### config.mk
export PLATFORM = sky130hd
export DESIGN_NAME = break_eval_sequencer
export DESIGN_NICKNAME = d
export VERILOG_FILES = /design/src/rtl/break_eval_sequencer.sv
export SDC_FILE = /design/constraint.sdc
export NUM_CORES = 1
export LEC_CHECK = 0
export BUFFER_PORTS_ARGS = -buffer_cell sky130_fd_sc_hd__buf_4
export CAP_MARGIN = 20
export CORE_MARGIN = 4
export CORE_UTILIZATION = 50
export CTS_CLUSTER_SIZE = 10
export DETAILED_ROUTE_END_ITERATION = 8
export GPL_TIMING_DRIVEN = 0
export PLACE_DENSITY_LB_ADDON = 0.3
export SKIP_LAST_GASP = 1
export SYNTH_ARGS = -nofsm -noshare
export SYNTH_HDL_FRONTEND = slang
export SYNTH_SLANG_ARGS = --single-unit
### constraint.sdc
create_clock -name clk -period 2.5 [get_ports clk]
set_input_delay 0.5 -clock clk [delete_from_list [all_inputs] [get_ports clk]]
set_output_delay 0.5 -clock clk [all_outputs]
set_load 0.05 [all_outputs]
### src/rtl/break_eval_sequencer.sv
// Break-value evaluation sequencer: fetches candidate masks, steps the
// selector through its write enables and captures the chosen flip variable.
module break_eval_sequencer #(
  parameter int NSAT        = 3,
  parameter int NUM_CLAUSES = 20,
  parameter int NUM_VARS    = 64
) (
  input  logic                         clk,
  input  logic                         reset,
  input  logic                         start_i,
  input  logic [NSAT*$clog2(NUM_VARS)-1:0] var_idx_i,
  input  logic [NSAT-1:0]              cand_valid_i,
  output logic [$clog2(NUM_VARS)-1:0]  mask_addr_o,
  output logic                         mask_rd_o,
  input  logic [NUM_CLAUSES-1:0]       mask_data_i,
  output logic [NUM_CLAUSES-1:0]       mask_bits_o,
  output logic [1:0]                   wren_o,
  output logic [NSAT-1:0]              break_valid_o,
  input  logic [1:0]                   select_i,
  output logic                         busy_o,
  output logic                         done_o,
  output logic [$clog2(NUM_VARS)-1:0]  flip_var_o,
  output logic                         no_cand_o
);

  localparam int VB = $clog2(NUM_VARS);

  typedef enum logic [2:0] {
    IDLE, RD0, EV0, EV1, EV2, CAP, DONE
  } state_t;

  state_t              state;
  logic [NSAT*VB-1:0]  var_q;
  logic [VB-1:0]       sel_var;

  assign mask_bits_o = mask_data_i;

  // Out-of-range choice falls back to slot 0; no_cand_o flags it.
  always_comb begin
    sel_var = var_q[0 +: VB];
    unique case (select_i)
      2'd1:    sel_var = var_q[VB +: VB];
      2'd2:    sel_var = var_q[2*VB +: VB];
      default: sel_var = var_q[0 +: VB];
    endcase
  end

  always_ff @(posedge clk) begin
    if (reset) begin
      state         <= IDLE;
      var_q         <= '0;
      break_valid_o <= '0;
      mask_addr_o   <= '0;
      mask_rd_o     <= 1'b0;
      wren_o        <= 2'b00;
      busy_o        <= 1'b0;
      done_o        <= 1'b0;
      flip_var_o    <= '0;
      no_cand_o     <= 1'b0;
    end else begin
      done_o    <= 1'b0;
      mask_rd_o <= 1'b0;
      wren_o    <= 2'b00;
      unique case (state)
        IDLE: begin
          if (start_i) begin
            var_q         <= var_idx_i;
            break_valid_o <= cand_valid_i;
            busy_o        <= 1'b1;
            if (cand_valid_i == '0) begin
              state     <= DONE;
              done_o    <= 1'b1;
              no_cand_o <= 1'b1;
            end else begin
              state       <= RD0;
              mask_rd_o   <= 1'b1;
              mask_addr_o <= var_idx_i[0 +: VB];
            end
          end
        end
        RD0: begin
          state       <= EV0;
          wren_o      <= 2'b01;
          mask_rd_o   <= 1'b1;
          mask_addr_o <= var_q[VB +: VB];
        end
        EV0: begin
          state       <= EV1;
          wren_o      <= 2'b10;
          mask_rd_o   <= 1'b1;
          mask_addr_o <= var_q[2*VB +: VB];
        end
        EV1: begin
          state  <= EV2;
          wren_o <= 2'b11;
        end
        EV2: state <= CAP;
        CAP: begin
          state      <= DONE;
          flip_var_o <= sel_var;
          no_cand_o  <= (select_i == 2'd3);
          done_o     <= 1'b1;
        end
        DONE: begin
          state     <= IDLE;
          busy_o    <= 1'b0;
          no_cand_o <= 1'b0;
        end
        default: state <= IDLE;
      endcase
    end
  end

endmodule

### After elaboration in Yosys (flattened, before gate mapping)

Index checks and enable logic that the tools add are counted.

| storage, ports and cells | value |
|---|---|
| register bits after elaboration | 42 |
| input bits | 46 |
| output and inout port bits | 41 |
| word-level logic and storage cells | 51 |

| cells by class | value |
|---|---|
| equality and inequality tests | 12 |
| mux-type cells | 19 |
| reductions and logical operators | 10 |

Operators with widths:

| cell | count |
|---|---|
| $pmux W3 S6 | 1 |
| $pmux W6 S3 | 1 |
| $mux W6 | 2 |
| $pmux W6 S2 | 1 |
| $eq A3 B3 Y1 const B | 3 |
| $mux W1 | 7 |
| $eq A3 B2 Y1 const B | 2 |
| $logic_not A3 Y1 | 2 |
| $mux W3 | 2 |
| $ne A2 B2 Y1 const B | 3 |
| $pmux W1 S2 | 3 |
| $pmux W2 S3 | 1 |
| $reduce_and A3 Y1 | 2 |
| $reduce_bool A3 Y1 | 2 |
| $eq A2 B2 Y1 const B | 2 |
| $reduce_and A2 Y1 | 2 |
| $eq A3 B1 Y1 const B | 1 |
| $pmux W1 S3 | 1 |
| $eq A2 B1 Y1 const B | 1 |
| $reduce_bool A2 Y1 | 1 |
| $reduce_or A2 Y1 | 1 |

### Depth between registers and ports, before layout

Gate-level depths: netlist of the first run.

| logic depth | value |
|---|---|
| depth in word-level cells | 4 |
| depth in mapped cells | 7 |
| gate-level depth less buffers | 6 |

### Worst setup path before layout of the first run

OpenSTA, ideal clock, no wires.

| timing | value |
|---|---|
| path type | register to register |
| start point | reg state[1] |
| end point | reg mask_addr_o[0] |
| setup time | 88 ps |
| arrival | 1599 ps |
| data required time | 2412 ps |
| path slack | 813 ps |
| stages on the path, launching flop included | 7 |
| path buffers | 2 |
| period minus slack after synthesis | 1687 ps |
| cells stage by stage | dfxtp_1 -> buf_2 -> or4b_4 -> o22ai_4 -> buf_6 -> nor2_1 -> a311oi_2 |

| on the way | value |
|---|---|
| cells in the longest elaborated chain, start to end | 3 |
| elaborated cells on any way between the ends | 8 |
| classes of those cells | eq/ne (4); mux (1); reduce/logical (3) |

RTL lines:

| element | RTL line | source |
|---|---|---|
| from (decl) | 32 | `state_t state;` |
| from (signal assigned) | 50 | `state <= IDLE;` |
| from (signal assigned) | 71 | `state <= DONE;` |
| from (signal assigned) | 75 | `state <= RD0;` |
| $eq A3 B2 Y1, or another cell as far along | 64 | `unique case (state)` |
| $reduce_bool A3 Y1 (no source line) or $ne A2 B2 Y1 (tied branches) | - |  |
| $reduce_and A3 Y1 (no source line) | - |  |
| to (signal assigned) | 77 | `mask_addr_o <= var_idx_i[0 +: VB];` |
| to (signal assigned) | 85 | `mask_addr_o <= var_q[VB +: VB];` |
| to (signal assigned) | 91 | `mask_addr_o <= var_q[2*VB +: VB];` |
| to (decl) | 13 | `output logic [$clog2(NUM_VARS)-1:0] mask_addr_o,` |

Several ways; a longest one is shown, not always the timed one.
A chain may end at the register's enable or synchronous reset.

### Worst setup path after layout of the first run

| timing | value |
|---|---|
| start point | reg state[1] |
| end point | reg var_q[1] |

| on the way | value |
|---|---|
| cells in the longest elaborated chain, start to end | 2 |

RTL lines:

| element | RTL line | source |
|---|---|---|
| $logic_not A3 Y1 | 64 |  |
| $reduce_and A2 Y1 (no source line) | - |  |
| to (signal assigned) | 67 | `var_q <= var_idx_i;` |
| to (decl) | 33 | `logic [NSAT*VB-1:0] var_q;` |

Every way passes these cells.

==> impl_metrics.csv, run 1 <==
group,metric,value,unit
clocking,cts_root_buf,"clkbuf_8",
final_layout,fillers,326,
worst_setup_path,reg2reg_slack,520,ps
power,internal-power,0.00125,W
placed_design,place_hpwl,3900,um
route,wirelength,4900,um
synth,ys_warn_count,0,
route,initialDrtViolationCount,129,
worst_setup_path,cp_max_fo,10,
route,drt-pass1-iter-count,4,
global_route,overflow,0,
clocking,clkTransAtPathRegs,80,ps
sta,rsz0062_at_grt,"no",
worst_hold_path,hold_path_end,"var_q[11]$_SDFFE_PP0P_",
worst_setup_path,slowest_delay,770,ps
synth,synth_edf_count,0,
synth,ys_seq_elements,42,
clocking,cts_tree,"yes",
synth,synth-seq-area-share,42.3,%
final_layout,area_growth,33.0,%
power,pwr-share-seq,40.2,%
worst_setup_path,cp_num_buf_inv,2,
route,drc,0,
worst_setup_path,cp_cell_sequence,"buf_2 -> nor4_1 -> clkbuf_1 -> nand2_1 -> a21oi_1",
worst_setup_path,worstPathRequired,2730,ps
placed_design,dp_cells,363,
route,ant_nets,0,
sta,fin_crit,1980,ps
power,ir_drop,416,uV
clocking,cts_setup_buffers,0,
global_route,grt_max_degree,14,
worst_setup_path,rr_startpoint,"state[1]$_SDFFE_PP0P_",
die,initial_core_util,53.1,%
sta,setup_ws,520,ps
global_route,antenna_found_initial,0,
worst_hold_path,hp-class,"in -> reg",
worst_setup_path,r2r_cells,5,
route,dr_total_vias,1919,
power,p_sw,0.000661,W
worst_setup_path,worstPathArrival,2210,ps
worst_setup_path,critical-path-top-delay-family,"simple AND/OR/NAND/NOR gates",
outcome,status,"completed",
sta,final-setup-viol-count,0,
sta,slew_violations,0,
worst_setup_path,cp-start-kind,"register",
worst_hold_path,whs_path_depth,3,
sta,finalCritPeriodShare,79.2,%
final_layout,diodes,0,
synth,synthArstFlopShare,0,%
synth,yosysUniqueCellTypes,32,
placed_design,pre_cts_ws,535,ps
route,vias_per_cell,5.17,
worst_setup_path,critPathCaptureType,"register",
clocking,cts.path.max_buffers,2,
clocking,ctsResizeCount,0,
power,p_total,0.00192,W
worst_setup_path,r2r-end,"var_q[1]$_SDFFE_PP0P_",
route,wl_per_cell,13.2,um
global_route,grt.total_usage,19.5,%
sta,tns,0,ps
clocking,cts_hold_buf,0,
power,power.density,724,nW/um^2
worst_setup_path,critPathKind,"reg -> reg",
die,ios,87,
synth,synth_ff_type,"dfxtp_1",
sta,finClkSkew,5.28,ps
clocking,ctsHtreeMaxLevel,2,
die,die_h,71.1,um
clocking,clk_latency,300,ps
sta,slew_headroom,40.6,%
die,rows,22,
sta,hold_viol,0,
flow_run,drv_cap,0,
die,core_area,3740,um^2
final_layout,nNetsFinal,371,
clocking,numCtsBuffers,5,
worst_setup_path,cp_slowest_cell,"nor4_1",
clocking,cts_sinks,42,
final_layout,layout-drive-gt1-share,31.9,%
power,leakagePower,1.13,nW
worst_hold_path,worstHoldStart,"var_idx_i[11]",
synth,syn-cell-area,1990,um^2
placed_design,port_buffers,65,
power,pwr-share-comb,32.7,%
global_route,grt_pass1_wl,8000,um
final_layout,instances_no_fill,371,
power,clkPwrFrac,27.1,%
synth,synth_area_per_cell,7.96,um^2
global_route,first_global_vias,1803,
sta,worstMarginPinSlew,883,ps
die,die_area,5050,um^2
sta,fmax,0.505,GHz
synth,synth_nets,299,
placed_design,gp_congestion,0.847,
die,dieWidth,71.1,um
power,switching_share,34.5,%
synth,syn_inst,250,
[synth_stat cells, drive strengths merged (2+ instances only)]
cell type	n	area, um^2
nand2b	2	12.5
o21a	2	15.0
clkbuf	11	41.3
ha	3	37.5
a311oi	6	71.3
nor3	2	10.0
a22oi	11	82.6
inv	6	22.5
a21oi	30	150
a22o	6	52.6
o21ai	9	45.0
nor2	14	52.6
buf	26	190
dfxtp	42	841
nand2	68	255
[power by group through the flow]
| stage | sequential [W] | clock [W] | combinational [W] |
|---|---|---|---|
| 3_5_place_dp | 0.000785 | 0 | 0.000626 |
| 3_3_place_gp | 0.000783 | 0 | 0.000618 |
| 4_1_cts | 0.000769 | 0.000528 | 0.000628 |
| 2_1_floorplan | 0.000897 | 0 | 0.000336 |
| 5_1_grt | 0.000777 | 0.000550 | 0.000677 |
| 6_report | 0.000769 | 0.000520 | 0.000626 |
[cell usage in the layout (no fill, tap or decap), types with 2 or more instances in the layout]
cell	n
a21oi_1	30
a22o_1	6
a22oi_1	11
a311oi_1	3
a311oi_2	3
buf_1	2
buf_2	2
buf_4	85
buf_6	2
clkbuf_1	11
clkbuf_8	5
clkinv_2	2
dfxtp_1	42
ha_1	3
inv_1	6
nand2_1	68
nand2b_1	2
nor2_1	14
nor3_1	2
o21a_1	2
o21ai_0	8
[cell type report]
class / instances / area [um^2] / area share [%]
flip-flops and latches: 42 / 841 / 31.8
inverters: 6 / 22.5 / 0.851
clock inverters: 3 / 40.0 / 1.51
clock buffers: 5 / 68.8 / 2.60
plain buffers: 37 / 231 / 8.75
well taps: 48 / 60.1 / 2.27
multi-input cells: 165 / 895 / 33.8
repair buffers: 65 / 488 / 18.4
[worst max path at each step]
stage | startpoint | to | slack [ps] | depth (start not counted)
floorplan | state[1]$_SDFFE_PP0P_ | mask_addr_o[0]$_SDFFE_PP0P_ | 810 | 6
global placement | cand_valid_i[2] | mask_addr_o[4]$_SDFFE_PP0P_ | 560 | 6
detailed placement | cand_valid_i[2] | mask_addr_o[3]$_SDFFE_PP0P_ | 540 | 6
CTS | state[1]$_SDFFE_PP0P_ | var_q[1]$_SDFFE_PP0P_ | 630 | 5
global route | state[1]$_SDFFE_PP0P_ | var_q[14]$_SDFFE_PP0P_ | 420 | 5
finish | state[1]$_SDFFE_PP0P_ | var_q[1]$_SDFFE_PP0P_ | 520 | 5
[per-stage QoR]
step / cell area [um^2] / utilization [%] / hold WS, ps
after floorplan: 1990 / - / 437
after global placement: 2540 / 67.8 / 443
after detailed placement: 2540 / 67.8 / 451
after CTS: 2650 / 70.7 / 440
after global routing: 2650 / 70.7 / 440
final: 2650 / 70.7 / 444
[routing by layer]
layer | share of wire, % | up-vias | global-route usage (%)
met5 | 0 | - | 0
met4 | 1.0 | 0 | 6.68
met3 | 11 | 7 | 6.53
met2 | 46 | 101 | 31.6
met1 | 42 | 834 | 24.2
li1 | - | 977 | -
[worst reg2reg max path, delay by kind of cell, from the launching register on]
family | cells | cell delay (ps)
flip-flops | 1 | 300
AO/OA/AOI/OAI | 1 | 130
AND/OR/NAND/NOR | 2 | 890
buffers and inverters | 2 | 590
[flip-flops by register name (all words and copies together), names as in the netlist]
signal         count
var_q             18
flip_var_o         6
mask_addr_o        6
break_valid_o      3
state              3
wren_o             2
busy_o             1
done_o             1
mask_rd_o          1
no_cand_o          1
[cell families (layout without fill, tap and decap cells)]
logic type | count (synthesis) | in the layout | synth area share (%)
flip-flops | 42 | 42 | 42.3
adder cells (fa/ha/maj) | 3 | 3 | 1.89
AO/OA/AOI/OAI | 71 | 71 | 24.4
AND/OR/NAND/NOR | 90 | 90 | 18.2
buffers and inverters | 43 | 116 | 12.8
XOR/XNOR | 1 | 1 | 0.440
No activity file was read; power rests on OpenSTA's default activity.
==> inputs of run 2 (changes only) <==
--- a/config.mk
+++ b/config.mk
@@ -8,7 +8,7 @@
 export BUFFER_PORTS_ARGS = -buffer_cell sky130_fd_sc_hd__buf_4
 export CAP_MARGIN = 20
 export CORE_MARGIN = 4
-export CORE_UTILIZATION = 50
+export CORE_UTILIZATION = 42
 export CTS_CLUSTER_SIZE = 10
 export DETAILED_ROUTE_END_ITERATION = 8
 export GPL_TIMING_DRIVEN = 0
==> constraint.sdc (replaced) <==
create_clock -name clk -period 1.7 [get_ports clk]
set_input_delay 0.34 -clock clk [delete_from_list [all_inputs] [get_ports clk]]
set_output_delay 0.34 -clock clk [all_outputs]
set_load 0.05 [all_outputs]
==> run 2 against run 1 <==
Net effect: final cell count up 1.9%; clock power is 85% higher; sequential cell count stayed put; fmax increased by 20%; via count grew 0.52%; setup slack worse by 470 ps; clock-buffer cell count increased by 1; worst hold slack got worse by 160 ps; utilization is 9.1 points lower; total power grew 61%; die area grew 17%; largest power group unchanged.
==> impl_metrics.csv, run 2 (same netlist as run 1, synthesis figures left out) <==
group,metric,value,unit
route,initialDrtViolationCount,136,
clocking,cts_tree,"yes",
route,wirelength,5070,um
clocking,cts.path.max_buffers,2,
worst_setup_path,critPathKind,"reg -> reg",
sta,slew_headroom,65.0,%
power,pwr-share-seq,37.3,%
final_layout,diodes,0,
sta,fmax,0.607,GHz
clocking,ctsHtreeMaxLevel,2,
die,core_area,4470,um^2
worst_setup_path,cp-start-kind,"register",
route,wl_met2,2350,um
route,dr.max_layer_used,"met4",
flow_run,drv_cap,0,
route,ant_nets,0,
power,clkPwrFrac,31.2,%
worst_setup_path,worstPathRequired,1920,ps
power,ir_drop,486,uV
global_route,grt_pass1_wl,8460,um
route,drt-pass1-iter-count,4,
power,p_sw,0.000996,W
power,power.density,1120,nW/um^2
final_layout,largest_reg_flops,18,
worst_setup_path,cp_cell_sequence,"or4b_4 -> o22ai_4 -> buf_6 -> nor2_1 -> a311oi_2",
sta,fin_crit,1650,ps
sta,finClkSkew,5.20,ps
final_layout,largest_register,"var_q",
sta,hold_viol,0,
clocking,cts_hold_buf,0,
power,leakagePower,1.17,nW
final_layout,top_regs,"var_q: 18 flops, flip_var_o: 6 flops, mask_addr_o: 6 flops",
power,pwr-share-comb,31.6,%
die,initial_core_util,44.5,%
final_layout,layout-drive-gt1-share,35.3,%
final_layout,fillers,427,
final_layout,nNetsFinal,374,
global_route,antenna_found_initial,0,
route,vias_per_cell,5.10,
clocking,numCtsBuffers,5,
sta,tns,0,ps
clocking,clkTransAtPathRegs,80,ps
route,dr_total_vias,1929,
sta,worstMarginPinSlew,526,ps
power,p_total,0.00308,W
die,ios,87,
placed_design,place_hpwl,3890,um
sta,finalCritPeriodShare,96.9,%
die,dieWidth,76.8,um
final_layout,multi_input_area,923,um^2
clocking,clk_latency,300,ps
global_route,grt.total_usage,17.6,%
placed_design,gp_congestion,0.914,
power,switching_share,32.3,%
die,die_area,5900,um^2
global_route,overflow,0,
outcome,status,"completed",
die,rows,24,
route,wl_per_cell,13.4,um
placed_design,port_buffers,65,
global_route,first_global_vias,1876,
worst_setup_path,cp_slowest_cell,"or4b_4",
worst_setup_path,worstPathArrival,1860,ps
final_layout,final_cell_mix,"buf_4 (87), nand2_1 (68), dfxtp_1 (40)",
global_route,grt_max_degree,14,
clocking,cts_sinks,42,
sta,final-setup-viol-count,0,
route,wl_met1,2120,um
worst_hold_path,hp-class,"in -> reg",
worst_setup_path,cp_max_fo,7,
route,wl_met3,495,um
final_layout,area_growth,38.5,%
clocking,cts_root_buf,"clkbuf_8",
route,drc,0,
worst_setup_path,critPathCaptureType,"register",
worst_setup_path,slowest_delay,540,ps
power,internal-power,0.00209,W
final_layout,final_common_cell,"buf_4",
die,die_h,76.8,um
sta,slew_violations,0,
final_layout,regArea,846,um^2
[run 2: changes by cell type in the layout (fill, tap and decap cells not counted), sizes merged]
cell    before  now
bufinv       1    2
clkbuf      16   17
buf         91   94
clkinv       2    0
[run 2: layer usage]
metal / vias up / GRT usage, %
li1: 978 / -
met1: 846 / 21.0
met2: 95 / 28.5
met3: 10 / 5.15
met4: 0 / 9.42
met5: - / 0
[run 2: path summary, 6_finish.rpt]
path                                      start                       endpoint  slack (ps)  depth (start not counted)
setup reg to reg          state[0]$_SDFFE_PP0P_    mask_addr_o[0]$_SDFFE_PP0P_          50                          5
hold / removal                    var_idx_i[12]         var_q[12]$_SDFFE_PP0P_         280                          3
setup / recovery          state[0]$_SDFFE_PP0P_    mask_addr_o[0]$_SDFFE_PP0P_          50                          5
hold reg to reg   break_valid_o[1]$_SDFFE_PP0P_  break_valid_o[1]$_SDFFE_PP0P_         450                          2
[run 2: metrics by stage]
stage / setup WS [ps] / instances / utilization (%) / hold slack, ps / instance area (um^2)
2_1_floorplan: 13.1 / 250 / - / 437 / 1990
3_3_place_gp: -114 / 367 / 56.8 / 444 / 2540
3_5_place_dp: -136 / 367 / 56.8 / 449 / 2540
4_1_cts: 2.62 / 380 / 61.0 / 275 / 2730
5_1_grt: -0.209 / 378 / 61.6 / 280 / 2760
6_report: 52.1 / 378 / 61.6 / 283 / 2760
[run 2: area by class of cell]
cell class | count | area share (%)
Buffer | 35 | 7.95
Clock buffer | 6 | 3.00
Clock inverter | 2 | 2.18
Inverter | 6 | 0.817
Multi-Input combinational cell | 165 | 33.5
Sequential cell | 42 | 30.7
Tap cell | 52 | 2.36
Timing Repair Buffer | 70 | 19.5
[run 2: timing repair]
item | CTS | global route
buffers inserted | 5 | 0
endpoints found under the setup margin | 24 | 28
gates resized for setup | 1 | 16
pin swaps | 3 | 5
[run 2: power by group through the flow]
stage,registers (W),clock network [W],logic (W)
global placement,0.00115,0,0.000912
floorplan,0.00132,0,0.000495
global route,0.00117,0.00102,0.00105
detailed placement,0.00116,0,0.000920
finish,0.00115,0.000961,0.000974
CTS,0.00113,0.000983,0.000967
[run 2: worst max-delay path, delay by kind of cell, from the launching register on]
family	cells	cell delay (ps)
AOI/OAI and AO/OA	2	440
buffers and inverters	1	160
DFF	1	380
and+or+nand+nor	2	590
==> inputs of run 3 (changes only) <==
--- a/config.mk
+++ b/config.mk
@@ -13,6 +13,7 @@
 export DETAILED_ROUTE_END_ITERATION = 8
 export GPL_TIMING_DRIVEN = 0
 export PLACE_DENSITY_LB_ADDON = 0.3
+export RECOVER_POWER = 100
 export SKIP_LAST_GASP = 1
 export SYNTH_ARGS = -nofsm -noshare
 export SYNTH_HDL_FRONTEND = slang
==> run 3 against run 2 <==
Net effect: combinational power down 9.0%; via count about the same; sequential cell count unchanged; fmax up 1.4%; register-to-register slack better by 20 ps; highest routed layer unchanged; first-iteration DRC count up 0.74%; critical path depth unchanged; cell area down 6.2%; critical endpoint unchanged.
==> impl_metrics.csv, run 3 (same netlist as run 1, synthesis figures left out) <==
group,metric,value,unit
outcome,status,"completed",
worst_setup_path,slowest_delay,540,ps
global_route,first_global_vias,1876,
sta,finClkSkew,4.53,ps
clocking,cts_tree,"yes",
global_route,grt_pass1_wl,8460,um
global_route,grt-busiest-layer,"met2",
die,rows,24,
sta,fin_crit,1630,ps
route,initialDrtViolationCount,137,
route,wl_per_cell,13.4,um
route,drt-pass1-iter-count,4,
sta,worstMarginPinSlew,612,ps
route,dr_total_vias,1930,
sta,fmax,0.615,GHz
clocking,clkTransAtPathRegs,80,ps
clocking,ctsHtreeMaxLevel,2,
final_layout,fillers,476,
global_route,use_met2,28.5,%
final_layout,diodes,0,
final_layout,fin_area,2580,um^2
die,core_area,4470,um^2
worst_hold_path,hp-class,"in -> reg",
die,initial_core_util,44.5,%
global_route,grt_max_degree,14,
clocking,cts_sinks,42,
route,drc,0,
power,ir_drop,484,uV
global_route,use_met3,5.15,%
die,die_h,76.8,um
worst_setup_path,cp-start-kind,"register",
final_layout,largest_reg_flops,18,
final_layout,nNetsFinal,374,
global_route,grt.total_usage,17.6,%
flow_run,drv_cap,0,
die,ios,87,
power,leakagePower,1.01,nW
clocking,cts.path.max_buffers,2,
power,p_total,0.00300,W
clocking,cts_root_buf,"clkbuf_8",
placed_design,postPlaceCellArea,2540,um^2
sta,slew_violations,0,
clocking,clk_latency,300,ps
placed_design,place_hpwl,3890,um
worst_setup_path,critPathCaptureType,"register",
sta,rsz0062_at_grt,"no",
placed_design,dp_cells,367,
sta,finalCritPeriodShare,95.6,%
final_layout,instances_no_fill,378,
placed_design,pre_cts_ws,-136,ps
global_route,antenna_found_initial,0,
route,vias_per_cell,5.11,
final_layout,final_cell_mix,"nand2_1 (68), clkbuf_1 (52), buf_4 (45)",
sta,setup_ws,74.1,ps
worst_setup_path,worstPathArrival,1840,ps
placed_design,gp_congestion,0.914,
worst_setup_path,cp_slowest_cell,"or4b_4",
worst_setup_path,cp_max_fo,7,
worst_setup_path,worstPathRequired,1910,ps
final_layout,area_growth,29.9,%
sta,final-setup-viol-count,0,
sta,hold_viol,0,
worst_setup_path,reg2reg_slack,70,ps
die,dieWidth,76.8,um
route,wirelength,5080,um
final_layout,largest_register,"var_q",
final_layout,regArea,846,um^2
final_layout,layout-drive-gt1-share,22.1,%
route,ant_nets,0,
global_route,overflow,0,
global_route,met1_usage,21.0,%
worst_setup_path,cp_cell_sequence,"or4b_4 -> o22ai_4 -> buf_6 -> nor2_1 -> a311oi_2",
worst_setup_path,critPathKind,"reg -> reg",
sta,hold_ws,283,ps
clocking,numCtsBuffers,5,
final_layout,top_regs,"var_q: 18 flops, flip_var_o: 6 flops, mask_addr_o: 6 flops",
power,power.density,1160,nW/um^2
clocking,cts_hold_buf,0,
sta,slew_headroom,59.3,%
final_layout,multi_input_area,923,um^2
placed_design,port_buffers,65,
final_layout,final_common_cell,"nand2_1",
die,die_area,5900,um^2
run 3: what timing repair did:
action	CTS	global route
resized for setup	1	16
setup endpoints to repair	24	28
buffers inserted	5	0
gates cloned	0	0
pin swaps	3	5
run 3: final timing paths:
path                                                      end  depth (start not counted)                           from
worst max register to register    mask_addr_o[0]$_SDFFE_PP0P_                          5          state[0]$_SDFFE_PP0P_
worst max-delay path              mask_addr_o[0]$_SDFFE_PP0P_                          5          state[0]$_SDFFE_PP0P_
worst min-delay path                   var_q[12]$_SDFFE_PP0P_                          3                  var_idx_i[12]
worst min register to register  break_valid_o[1]$_SDFFE_PP0P_                          2  break_valid_o[1]$_SDFFE_PP0P_
run 3: worst max-delay path, delay by kind of cell (launching register included):
| kind | cells | cell delay, ps |
|---|---|---|
| buffers and inverters | 1 | 150 |
| DFF | 1 | 380 |
| AOI/OAI and AO/OA | 2 | 430 |
| and+or+nand+nor | 2 | 590 |
run 3: power by group:
part	total (W)	switching, W	internal (W)
Clock	0.000961	0.000335	0.000626
Combinational	0.000886	0.000588	0.000298
Sequential	0.00115	0.0000689	0.00108
run 3: cell type report:
cell class	count	share of cell area, %
plain buffers	35	8.47
clock buffers	6	3.20
clock inverters	2	2.32
inverters	6	0.872
multi-input cells	165	35.7
flip-flops and latches	42	32.7
well taps	52	2.52
repair buffers	70	14.1
run 3: metrics by stage:
| step | setup TNS [ps] | utilization (%) |
|---|---|---|
| 2_1_floorplan | 0 | - |
| 3_3_place_gp | -2620 | 56.8 |
| 3_5_place_dp | -2910 | 56.8 |
| 4_1_cts | 0 | 61.0 |
| 5_1_grt | 0 | 57.7 |
| 6_report | 0 | 57.7 |
run 3: metal layers:
metal | share of wire (%) | vias up
met2 | 46 | 88
met1 | 43 | 855
met5 | 0 | -
met4 | 2.1 | 0
met3 | 8.6 | 10
li1 | - | 977
